**src/rtl/fifo_non2n_pkg.sv**
```systemverilog
// Shared address-window and counter-width helpers for the non-power-of-two FIFO.
// Used by the read/write pointer stages and the occupancy controller.
package fifo_non2n_pkg;

  localparam int PTR_WIDTH_DEF = 10;

  typedef logic [PTR_WIDTH_DEF-1:0] ptr_t;

  // The address window is centred in the pointer space so both stages agree on it.
  function automatic int start_addr(input int depth, input int ptr_w);
    return (1 << (ptr_w - 1)) - depth / 2;
  endfunction

  function automatic int end_addr(input int depth, input int ptr_w);
    return (1 << (ptr_w - 1)) + depth / 2 - 1;
  endfunction

  function automatic int cnt_width(input int depth);
    return $clog2(depth + 1);
  endfunction

endpackage

```
**src/rtl/rptr_handler_non2n.sv**
```systemverilog
// Wrapping read pointer over the centred address window [START_ADDR, END_ADDR].
module rptr_handler_non2n
  import fifo_non2n_pkg::*;
#(
  parameter int FIFO_DEPTH = 520,
  parameter int PTR_WIDTH  = 10
) (
  input  logic                 i_clk,
  input  logic                 i_rst,
  input  logic                 i_adv,
  output logic [PTR_WIDTH-1:0] o_rptr
);

  localparam logic [PTR_WIDTH-1:0] START_C = PTR_WIDTH'(start_addr(FIFO_DEPTH, PTR_WIDTH));
  localparam logic [PTR_WIDTH-1:0] END_C   = PTR_WIDTH'(end_addr(FIFO_DEPTH, PTR_WIDTH));

  logic [PTR_WIDTH-1:0] r_rptr;

  always_ff @(posedge i_clk) begin
    if (i_rst) begin
      r_rptr <= START_C;
    end else if (i_adv) begin
      r_rptr <= (r_rptr == END_C) ? START_C : r_rptr + PTR_WIDTH'(1);
    end
  end

  assign o_rptr = r_rptr;

endmodule

```
**src/rtl/fifo_ctrl_non2n.sv**
```systemverilog
// Occupancy, flag, memory-strobe and error controller for the non-power-of-two FIFO.
// Sticky overflow/underflow registers exist only when FIFO_CTRL_ERR_EN is defined.
module fifo_ctrl_non2n
  import fifo_non2n_pkg::*;
#(
  parameter int FIFO_DEPTH = 520,
  parameter int PTR_WIDTH  = 10,
  parameter int CNT_WIDTH  = cnt_width(FIFO_DEPTH),
  parameter int AF_LEVEL   = FIFO_DEPTH - 8,
  parameter int AE_LEVEL   = 8
) (
  input  logic                 i_wclk,
  input  logic                 i_wrst,
  input  logic                 i_w_en,
  input  logic                 i_r_en,
  input  logic                 i_err_clr,
  output logic                 o_full,
  output logic                 o_empty,
  output logic                 o_almost_full,
  output logic                 o_almost_empty,
  output logic [CNT_WIDTH-1:0] o_count,
  output logic [PTR_WIDTH-1:0] o_rptr,
  output logic                 o_mem_we,
  output logic                 o_mem_re,
  output logic                 o_overflow,
  output logic                 o_underflow
);

  localparam logic [CNT_WIDTH-1:0] DEPTH_C = CNT_WIDTH'(FIFO_DEPTH);
  localparam logic [CNT_WIDTH-1:0] AF_C    = CNT_WIDTH'(AF_LEVEL);
  localparam logic [CNT_WIDTH-1:0] AE_C    = CNT_WIDTH'(AE_LEVEL);

  logic [CNT_WIDTH-1:0] r_count;
  logic                 r_full;
  logic                 r_empty;
  logic                 r_almost_full;
  logic                 r_almost_empty;
  logic [CNT_WIDTH-1:0] w_count_nxt;
  logic                 w_mem_we;
  logic                 w_mem_re;

  // Gating by the registered flags keeps the counter inside [0, FIFO_DEPTH].
  assign w_mem_we = i_w_en & ~r_full;
  assign w_mem_re = i_r_en & ~r_empty;

  always_comb begin
    w_count_nxt = r_count;
    case ({w_mem_we, w_mem_re})
      2'b10:   w_count_nxt = r_count + CNT_WIDTH'(1);
      2'b01:   w_count_nxt = r_count - CNT_WIDTH'(1);
      default: w_count_nxt = r_count;
    endcase
  end

  always_ff @(posedge i_wclk) begin
    if (i_wrst) begin
      r_count        <= '0;
      r_full         <= 1'b0;
      r_empty        <= 1'b1;
      r_almost_full  <= 1'b0;
      r_almost_empty <= 1'b1;
    end else begin
      r_count        <= w_count_nxt;
      r_full         <= (w_count_nxt == DEPTH_C);
      r_empty        <= (w_count_nxt == '0);
      r_almost_full  <= (w_count_nxt >= AF_C);
      r_almost_empty <= (w_count_nxt <= AE_C);
    end
  end

  rptr_handler_non2n #(
    .FIFO_DEPTH(FIFO_DEPTH),
    .PTR_WIDTH (PTR_WIDTH)
  ) u_rptr (
    .i_clk (i_wclk),
    .i_rst (i_wrst),
    .i_adv (w_mem_re),
    .o_rptr(o_rptr)
  );

`ifdef FIFO_CTRL_ERR_EN
  logic r_overflow;
  logic r_underflow;

  // A new error outranks a coincident clear.
  always_ff @(posedge i_wclk) begin
    if (i_wrst) begin
      r_overflow  <= 1'b0;
      r_underflow <= 1'b0;
    end else begin
      if (i_w_en & r_full)        r_overflow  <= 1'b1;
      else if (i_err_clr)         r_overflow  <= 1'b0;
      if (i_r_en & r_empty)       r_underflow <= 1'b1;
      else if (i_err_clr)         r_underflow <= 1'b0;
    end
  end

  assign o_overflow  = r_overflow;
  assign o_underflow = r_underflow;
`else
  // err_clr has no function without the error registers.
  assign o_overflow  = i_err_clr & 1'b0;
  assign o_underflow = 1'b0;
`endif

  assign o_full         = r_full;
  assign o_empty        = r_empty;
  assign o_almost_full  = r_almost_full;
  assign o_almost_empty = r_almost_empty;
  assign o_count        = r_count;
  assign o_mem_we       = w_mem_we;
  assign o_mem_re       = w_mem_re;

endmodule

```
**config.mk**
```make
export PLATFORM = sky130hd
export DESIGN_NAME = fifo_ctrl_non2n
export DESIGN_NICKNAME = d
export VERILOG_FILES = /design/src/rtl/fifo_non2n_pkg.sv /design/src/rtl/rptr_handler_non2n.sv /design/src/rtl/fifo_ctrl_non2n.sv
export SDC_FILE = /design/constraint.sdc
export NUM_CORES = 1
export LEC_CHECK = 0
export ABC_AREA = 1
export CAP_MARGIN = 40
export CORE_UTILIZATION = 45
export CTS_BUF_LIST = sky130_fd_sc_hd__clkbuf_4
export DETAILED_ROUTE_END_ITERATION = 16
export PLACE_DENSITY = 0.7
export SYNTH_ARGS = -nofsm -noshare
export SYNTH_HDL_FRONTEND = slang
export SYNTH_SLANG_ARGS = --single-unit
```
**constraint.sdc**
```tcl
create_clock -name i_wclk -period 6.2 [get_ports i_wclk]
set_input_delay 1.86 -clock i_wclk [delete_from_list [all_inputs] [get_ports i_wclk]]
set_output_delay 1.86 -clock i_wclk [all_outputs]
set_load 0.02 [all_outputs]
```
== Yosys cells after proc, flatten, opt, wreduce, memory -nomap -nowiden ==
Index checks and enable logic that the tools add are counted.

* Register bits: 24
* Output and inout port bits: 28
* Logic and storage cells: 22

* $add $sub $neg: 3
* Order comparisons: 2
* Eq/ne operators: 4
* Muxes and demuxes: 2
* Bitwise logic cells: 4
* Reduce and logical (&&, ||, !) cells: 1

{| class="wikitable"
|+ Operators with widths
! operator !! number
|-
| adder 10 x 1 -> 10 bit (second input constant) || 2
|-
| == test 10 bit (second input constant) || 2
|-
| one-hot mux 10 bit (2 select lines) || 1
|-
| >= comparator 10 bit (second input constant) || 1
|-
| <= comparator 10 x 4 -> 1 bit (second input constant) || 1
|-
| logical NOT 10 bit || 1
|-
| 2-to-1 mux 10 bit || 1
|-
| subtractor 10 x 1 -> 10 bit (second input constant) || 1
|-
| AND 1 bit || 2
|-
| == test 2 x 1 -> 1 bit (second input constant) || 1
|-
| == test 2 bit (second input constant) || 1
|-
| NOT 1 bit || 2
|}

== Logic depth before layout (Yosys ltp) ==
Gate-level depths: netlist of run 1.

* Depth after elaboration: 5
* Gate-level depth with buffers: 20
* Mapped depth without buffers: 18

== Modules after synthesis ==
A second synthesis of run 1 with hierarchy kept.

* Cells, all modules: 288
* Area total of the unflattened synthesis: 1864.3 sq um

{| class="wikitable"
|+ By module, submodules not included
! module !! times used !! cells each !! area each (sq um) !! sequential area each (sq um)
|-
| fifo_ctrl_non2n || 1 || 216 || 1327.5 || 280.3
|-
| rptr_handler_non2n || 1 || 72 || 536.8 || 200.2
|}

== Least setup slack after synthesis of run 1 ==
Ideal clock, no wire load.

* Path type: input to output
* From: in i_r_en
* To: out o_mem_re
* Arrival: 2.287 ns
* Data required time: 4.340 ns
* Path slack: 2.053 ns
* Cell stages on the path: 4
* Buffers on the path: 2
* Cells stage by stage: inv_2 > nor2_4 > buf_6 > buf_12

* Longest elaborated chain between the ends: 1

{| class="wikitable"
|+ RTL lines
! item !! line !! text
|-
| from (decl) || fifo_ctrl_non2n.sv:15 || <nowiki>input logic i_r_en,</nowiki>
|-
| AND 1 bit || fifo_ctrl_non2n.sv:44 || <nowiki>assign w_mem_re = i_r_en & ~r_empty;</nowiki>
|-
| to (decl) || fifo_ctrl_non2n.sv:24 || <nowiki>output logic o_mem_re,</nowiki>
|}

Every way passes these cells.

== Final worst setup path of run 1 ==
* From: in i_w_en
* To: out o_mem_we

* Longest elaborated chain between the ends: 1

{| class="wikitable"
|+ RTL lines
! item !! line !! text
|-
| from (decl) || fifo_ctrl_non2n.sv:14 || <nowiki>input logic i_w_en,</nowiki>
|-
| AND 1 bit || fifo_ctrl_non2n.sv:43 || <nowiki>assign w_mem_we = i_w_en & ~r_full;</nowiki>
|-
| to (decl) || fifo_ctrl_non2n.sv:23 || <nowiki>output logic o_mem_we,</nowiki>
|}

Every way passes these cells.

==> impl_results.md, run 1 <==
* Fmax at about 200 MHz
* # fillers at 388
* Worst-Skew Late Latency at between 0.3 and 0.4 ns
* Seq/Total Area, Yosys at approximately a quarter
* Vias in the first global route at 1624
* Wl on met1 at 1980 um
* Overall power at between 0.4 and 0.5 mW
* # port buffers at 29
* Routed Antenna Nets at 0
* Fin crit period at around 5 ns
* Core box area at ~3800 um2
* Status: finished, final reports clean
* Ys flop type: dfxtp_1
* Net count, final at roughly 310
* H-Tree Depth at 1
* Clock Tree Root: clkbuf_4
* Synth cell types at 33
* Fraction of registers with async set/reset at 0%
* Share of the synthesized area in the top cell type at a little over a quarter
* Post-synthesis cell count at between 200 and 300
* Via count at between 1500 and 2000
* Met2 wire len at around 1900 um
* Share of cells above drive strength 1 at ~17%
* Crit start category: input pin
* Initial antenna violation count at 0
* Max-cap viol count at 0
* Commonest cells in the netlist: nand2_1, inv_1, nand3_1, dfxtp_1, nor2_1
* DIE AREA at about 4300 um2
* I/O Pins at 33
* Gr usage total at about a fifth
* Placer Congestion at 0.802
* CTS buffer count at 3
* Seq cells post-synth at 24
* Number of enable flip-flop cells after synthesis at 0
* Post-CTS setup buffer count at 0
* Data arrival time of the worst path at approximately 3.2 ns
* Drt total wl at 4030 um
* Crit share post-route at about 80%
* Leakage power at 1.02 nW
* TNS Setup at 0 ns
* Avg Vias per Cell at approximately 4.9
* Endpoint class of the critical path: output port
* Cell taking the most area after synthesis: dfxtp_1
* Slew @ Worst Pin at 0.572 ns
* Effective utilization at floorplan at between 40% and 50%
* RSZ-0062 raised after global routing: false
* CP max FO at 16
* CP required at roughly 4.3 ns
* Yosys warnings at 0
* Slew margin rel. at between 60 and 70%
* Die Y at 65.9 um
* First-pass GRT wire length at between 7000 and 8000 um
* Dominant cells by area after synthesis: dfxtp_1, nand2_1, nand3_1, inv_1, nand3_2
* Avg Cell Area, Syn at about 6.6 um2
* DIE WIDTH at about 66 um
* Clock Path Buffers at 2
* Peak VDD IR at 0.152 mV
* First-pass DRT Iterations at 4
* Met3 routed WL at around 140 um
* Initial DRC Count at 79
* Final hold vios at 0
* Syn Std Cell Area at roughly 1800 um2
* Hold WC Path Type: register to register
* Clock Pin Slew Worst Setup and Hold Paths at 0.14 ns
* Global route total overflow at 0
* Remaining DRCs at 0
* CP Class: input pin to output port
* Cell Pwr Density at between 200 and 250 nW/um2
* Antenna Cells at 0
* Highest metal used: met4
* Post-CTS Resized at 0
* Count leader, synth: nand2_1
* Row count at 22
* Layout area overhead at 17.7%
* Layout Skew at between 0.003 and 0.004 ns
* Final setup viols at 0
* Slew Viols, Final at 0
* Clk sink count at 24
* CTS Hold Buffers Added at 0
* CTS tree: built
* Hpwl dp at approximately 3000 um
* Wire length per cell at approximately 12 um
* Largest net degree at the start of global routing at 20
## layer usage
metal,up-vias,track usage [%]
met4,0,5.98
li1,906,-
met3,4,2.24
met2,33,36.5
met5,-,0
met1,763,27.5
## path summary, 6_finish.rpt
| check | startpoint | to | slack [ns] | depth (start not counted) |
|---|---|---|---|---|
| max reg2reg | o_empty$_SDFF_PP1_ | o_empty$_SDFF_PP1_ | 3.73 | 17 |
| max | i_w_en | o_mem_we | 1.11 | 4 |
| min reg2reg | u_rptr.o_rptr[3]$_SDFFE_PP1P_ | u_rptr.o_rptr[3]$_SDFFE_PP1P_ | 0.54 | 2 |
| min | u_rptr.o_rptr[3]$_SDFFE_PP1P_ | u_rptr.o_rptr[3]$_SDFFE_PP1P_ | 0.54 | 2 |
## cells by family (layout without fill, tap and decap cells)
kind of cell | count (synthesis) | in the layout | share of synthesized area [%]
AOI/OAI and AO/OA | 16 | 16 | 5.11
xor gates and xnor gates | 8 | 8 | 4.22
adders and majority gates | 4 | 4 | 2.72
buffers and inverters | 52 | 76 | 13.4
DFF | 24 | 24 | 26.2
other | 1 | 2 | 0.204
and+or+nand+nor | 172 | 172 | 48.2
## flip-flops by register name, summed over array words and instances, names as in the netlist
name / cells
o_count: 10
u_rptr.o_rptr: 10
o_almost_empty: 1
o_almost_full: 1
o_empty: 1
o_full: 1
## stage by stage
stage	setup slack [ns]	std cells	cell area, um2	utilization [%]	hold slack, ns
6_report	1.11	350	2160	56.9	0.542
5_1_grt	1.04	350	2160	56.9	0.589
4_1_cts	1.10	350	2160	56.9	0.544
3_5_place_dp	1.10	346	2110	55.5	0.523
3_3_place_gp	1.10	346	2110	55.5	0.522
2_1_floorplan	2.05	278	1840	-	0.588
## cells in the final DEF, fill, tap and decap left out, drive strengths merged, types with 4 or more instances in the layout
| cell type | synthesis | layout |
|---|---|---|
| xor2 | 5 | 5 |
| ha | 4 | 4 |
| clkdlybuf4s50 | 0 | 29 |
| nand2 | 92 | 92 |
| inv | 42 | 42 |
| nor3 | 7 | 7 |
| nand3 | 39 | 39 |
| a21oi | 6 | 6 |
| o21ai | 6 | 6 |
| nor2 | 29 | 29 |
| dfxtp | 24 | 24 |
## area by class of cell
cell class	instances	area, um2	share of cell area (%)
Sequential cell	24	480	22.2
Clock inverter	1	30.0	1.39
Multi-Input combinational cell	202	1110	51.5
Inverter	42	158	7.29
Timing Repair Buffer	30	298	13.8
Clock buffer	3	22.5	1.04
Tap cell	48	60.1	2.78
## worst max-delay path, cell delays in order
cell and delay, ns:
clkdlybuf4s50_1 0.50, nand2_4 0.18, inv_1 0.09, clkdlybuf4s50_1 0.59
## power breakdown
part	switching [mW]	total, mW	internal [mW]
Sequential	0.0129	0.179	0.166
Combinational	0.0954	0.152	0.0566
Clock	0.0496	0.115	0.0654
Total	0.158	0.446	0.288
(Power assumes the default switching activity.)
==> inputs of run 2 (changes only) <==
clock period = 4.8 ns   (was 6.2 ns; I/O delays follow)
==> impl_results.md, run 2 (synthesis results as in run 1) <==
* Slew @ Worst Pin at 0.523 ns (-0.0492 ns)
* Final setup viols at 0 (unchanged)
* Effective utilization at floorplan at 48.4% (unchanged)
* Final worst setup slack at 0.661 ns (-0.447 ns)
* Global route total overflow at 0 (unchanged)
* Fin crit period at 4.14 ns
* Slew Viols, Final at 0 (unchanged)
* Reg2reg path depth at 17 (unchanged)
* Initial DRC Count at 69 (-13%)
* Hold WC Path Type: register to register
* CP max FO at 2 (-14)
* Most used cell, CP: clkdlybuf4s50_1
* Final hold vios at 0 (unchanged)
* CTS tree: built
* Crit start category: input pin
* DIE AREA at 4340 um2 (unchanged)
* Placer Congestion at 0.789 (-1.6%)
* Net count, final at 313 (+0.32%)
* Post-CTS setup buffer count at 0 (unchanged)
* TNS Setup at 0 ns (unchanged)
* Leading cell types in the layout, fill and taps excluded: nand2_1, inv_1, nand3_1, clkdlybuf4s50_1, dfxtp_1
* Worst-Skew Late Latency at 0.31 ns (about the same)
* Clk sink count at 24 (unchanged)
* RSZ-0062 raised after global routing: false
* CP required at 3.36 ns (-0.98 ns)
* Fmax at 242 MHz
* Avg Vias per Cell at 5.02 (+3.0%)
* Post-CTS Resized at 0 (unchanged)
* Hpwl dp at 3180 um (+2.8%)
* Layout area overhead at 16.5%
* Wire length per cell at 11.7 um (+1.6%)
* Share of cells above drive strength 1 at 16.9% (unchanged)
* Gr usage total at 21.3% (+0.11 points)
* Routed Antenna Nets at 0 (unchanged)
* Core box area at 3800 um2 (unchanged)
* Clock Tree Root: clkbuf_4
* Largest delay share family, worst path: buffers and inverters
* Largest net degree at the start of global routing at 20 (unchanged)
* Slew margin rel. at 65.0% (+3.3 points)
* Clock Path Buffers at 2 (unchanged)
* Levels on crit path at 4 (unchanged)
* Endpoint class of the critical path: output port
* CP Class: input pin to output port
* Remaining DRCs at 0 (unchanged)
* Crit path cell chain: clkdlybuf4s50_1 > inv_2 > nor2_4 > clkdlybuf4s50_1
* First-pass DRT Iterations at 4 (unchanged)
* Status: finished, final reports clean
* DIE WIDTH at 65.9 um (unchanged)
* Layout Skew at 0.00612 ns (+0.00234 ns)
* Crit path largest cell delay at 0.62 ns (+0.03 ns)
* Die Y at 65.9 um (unchanged)
* Buffers and inverters on the worst path at 3 (unchanged)
* DP Worst Slack at 0.673 ns (-0.430 ns)
* I/O Pins at 33 (unchanged)
* Max-cap viol count at 0 (unchanged)
* Crit share post-route at 86.2%
* Drt total wl at 4090 um (+1.6%)
* Vias in the first global route at 1602 (-1.4%)
* # port buffers at 29 (unchanged)
* Row count at 22 (unchanged)
* Worst path slowest cell: clkdlybuf4s50_1
* Antenna Cells at 0 (unchanged)
* Hold Crit Depth at 2 (unchanged)
* Via count at 1757 (+3.0%)
* Cell Pwr Density at 241 nW/um2 (+17%)
* H-Tree Depth at 1 (unchanged)
* CTS buffer count at 3 (unchanged)
* Overall power at 0.515 mW (+16%)
* Peak VDD IR at 0.120 mV (-21%)
* Initial antenna violation count at 0 (unchanged)
* CTS Hold Buffers Added at 0 (unchanged)
* Data arrival time of the worst path at 2.70 ns (-0.53 ns)
* Leakage power at 1.01 nW (-0.92%)
* Clock Pin Slew Worst Setup and Hold Paths at 0.12 ns (-0.02 ns)
* First-pass GRT wire length at 7100 um (-1.1%)
* Commonest non-fill, non-tap cell in the layout: nand2_1
## run 2: area by class of cell
type                            count  area (um2)
Clock buffer                        3        22.5
Fill cell                         387        1660
Inverter                           42         158
Multi-Input combinational cell    202        1110
Sequential cell                    24         480
Tap cell                           48        60.1
Timing Repair Buffer               31         305
## run 2: per-layer routing
metal  global-route usage (%)  part of all wire [%]
met4                     5.98                  0.88
met1                     28.1                    48
met2                     36.0                    46
met3                     2.59                   4.8
met5                        0                     0
## run 2: worst paths after layout
| path | endpoint | from | slack [ns] |
|---|---|---|---|
| max | o_mem_re | i_r_en | 0.66 |
| min | u_rptr.o_rptr[9]$_SDFFE_PP0P_ | u_rptr.o_rptr[9]$_SDFFE_PP0P_ | 0.54 |
| max reg2reg | o_empty$_SDFF_PP1_ | o_empty$_SDFF_PP1_ | 2.26 |
| min reg2reg | u_rptr.o_rptr[9]$_SDFFE_PP0P_ | u_rptr.o_rptr[9]$_SDFFE_PP0P_ | 0.54 |
## run 2: power breakdown
part	internal, mW	leakage (nW)	total, mW	switching (mW)
Clock	0.0293	0.0138	0.0878	0.0585
Sequential	0.214	0.196	0.230	0.0164
Combinational	0.0737	0.800	0.197	0.123
Total	0.317	1.01	0.515	0.198
## run 2: worst register-to-register path, cell delays in order (launching register included)
cell and delay, ns:
dfxtp_1 0.36, nor2_4 0.15, buf_4 0.31, nand2_4 0.18
nand2_1 0.10, nand2_1 0.09, ha_1 0.19, nor2_1 0.15
inv_1 0.10, nand2_1 0.09, nand2_1 0.07, nand2_1 0.06
nand3_1 0.06, nand2_1 0.12, nand3_1 0.11, nor2_2 0.17
nand3_1 0.10, nand2_1 0.10
## run 2: through the flow
stage               std cells  instance area [um2]  util [%]  hold slack, ns
detailed placement        347                 2120      55.7           0.529
CTS                       350                 2140      56.3           0.543
finish                    350                 2140      56.3           0.542
floorplan                 278                 1840         -           0.588
global route              350                 2140      56.3           0.591
global placement          347                 2120      55.7           0.519
==> inputs of run 3 (changes only) <==
SKIP_CTS_REPAIR_TIMING = 1   (was not set)
SKIP_LAST_GASP = 1   (was not set)
==> results of run 3 <==
No change in the layout: final DEF, timing and power equal those of run 2.
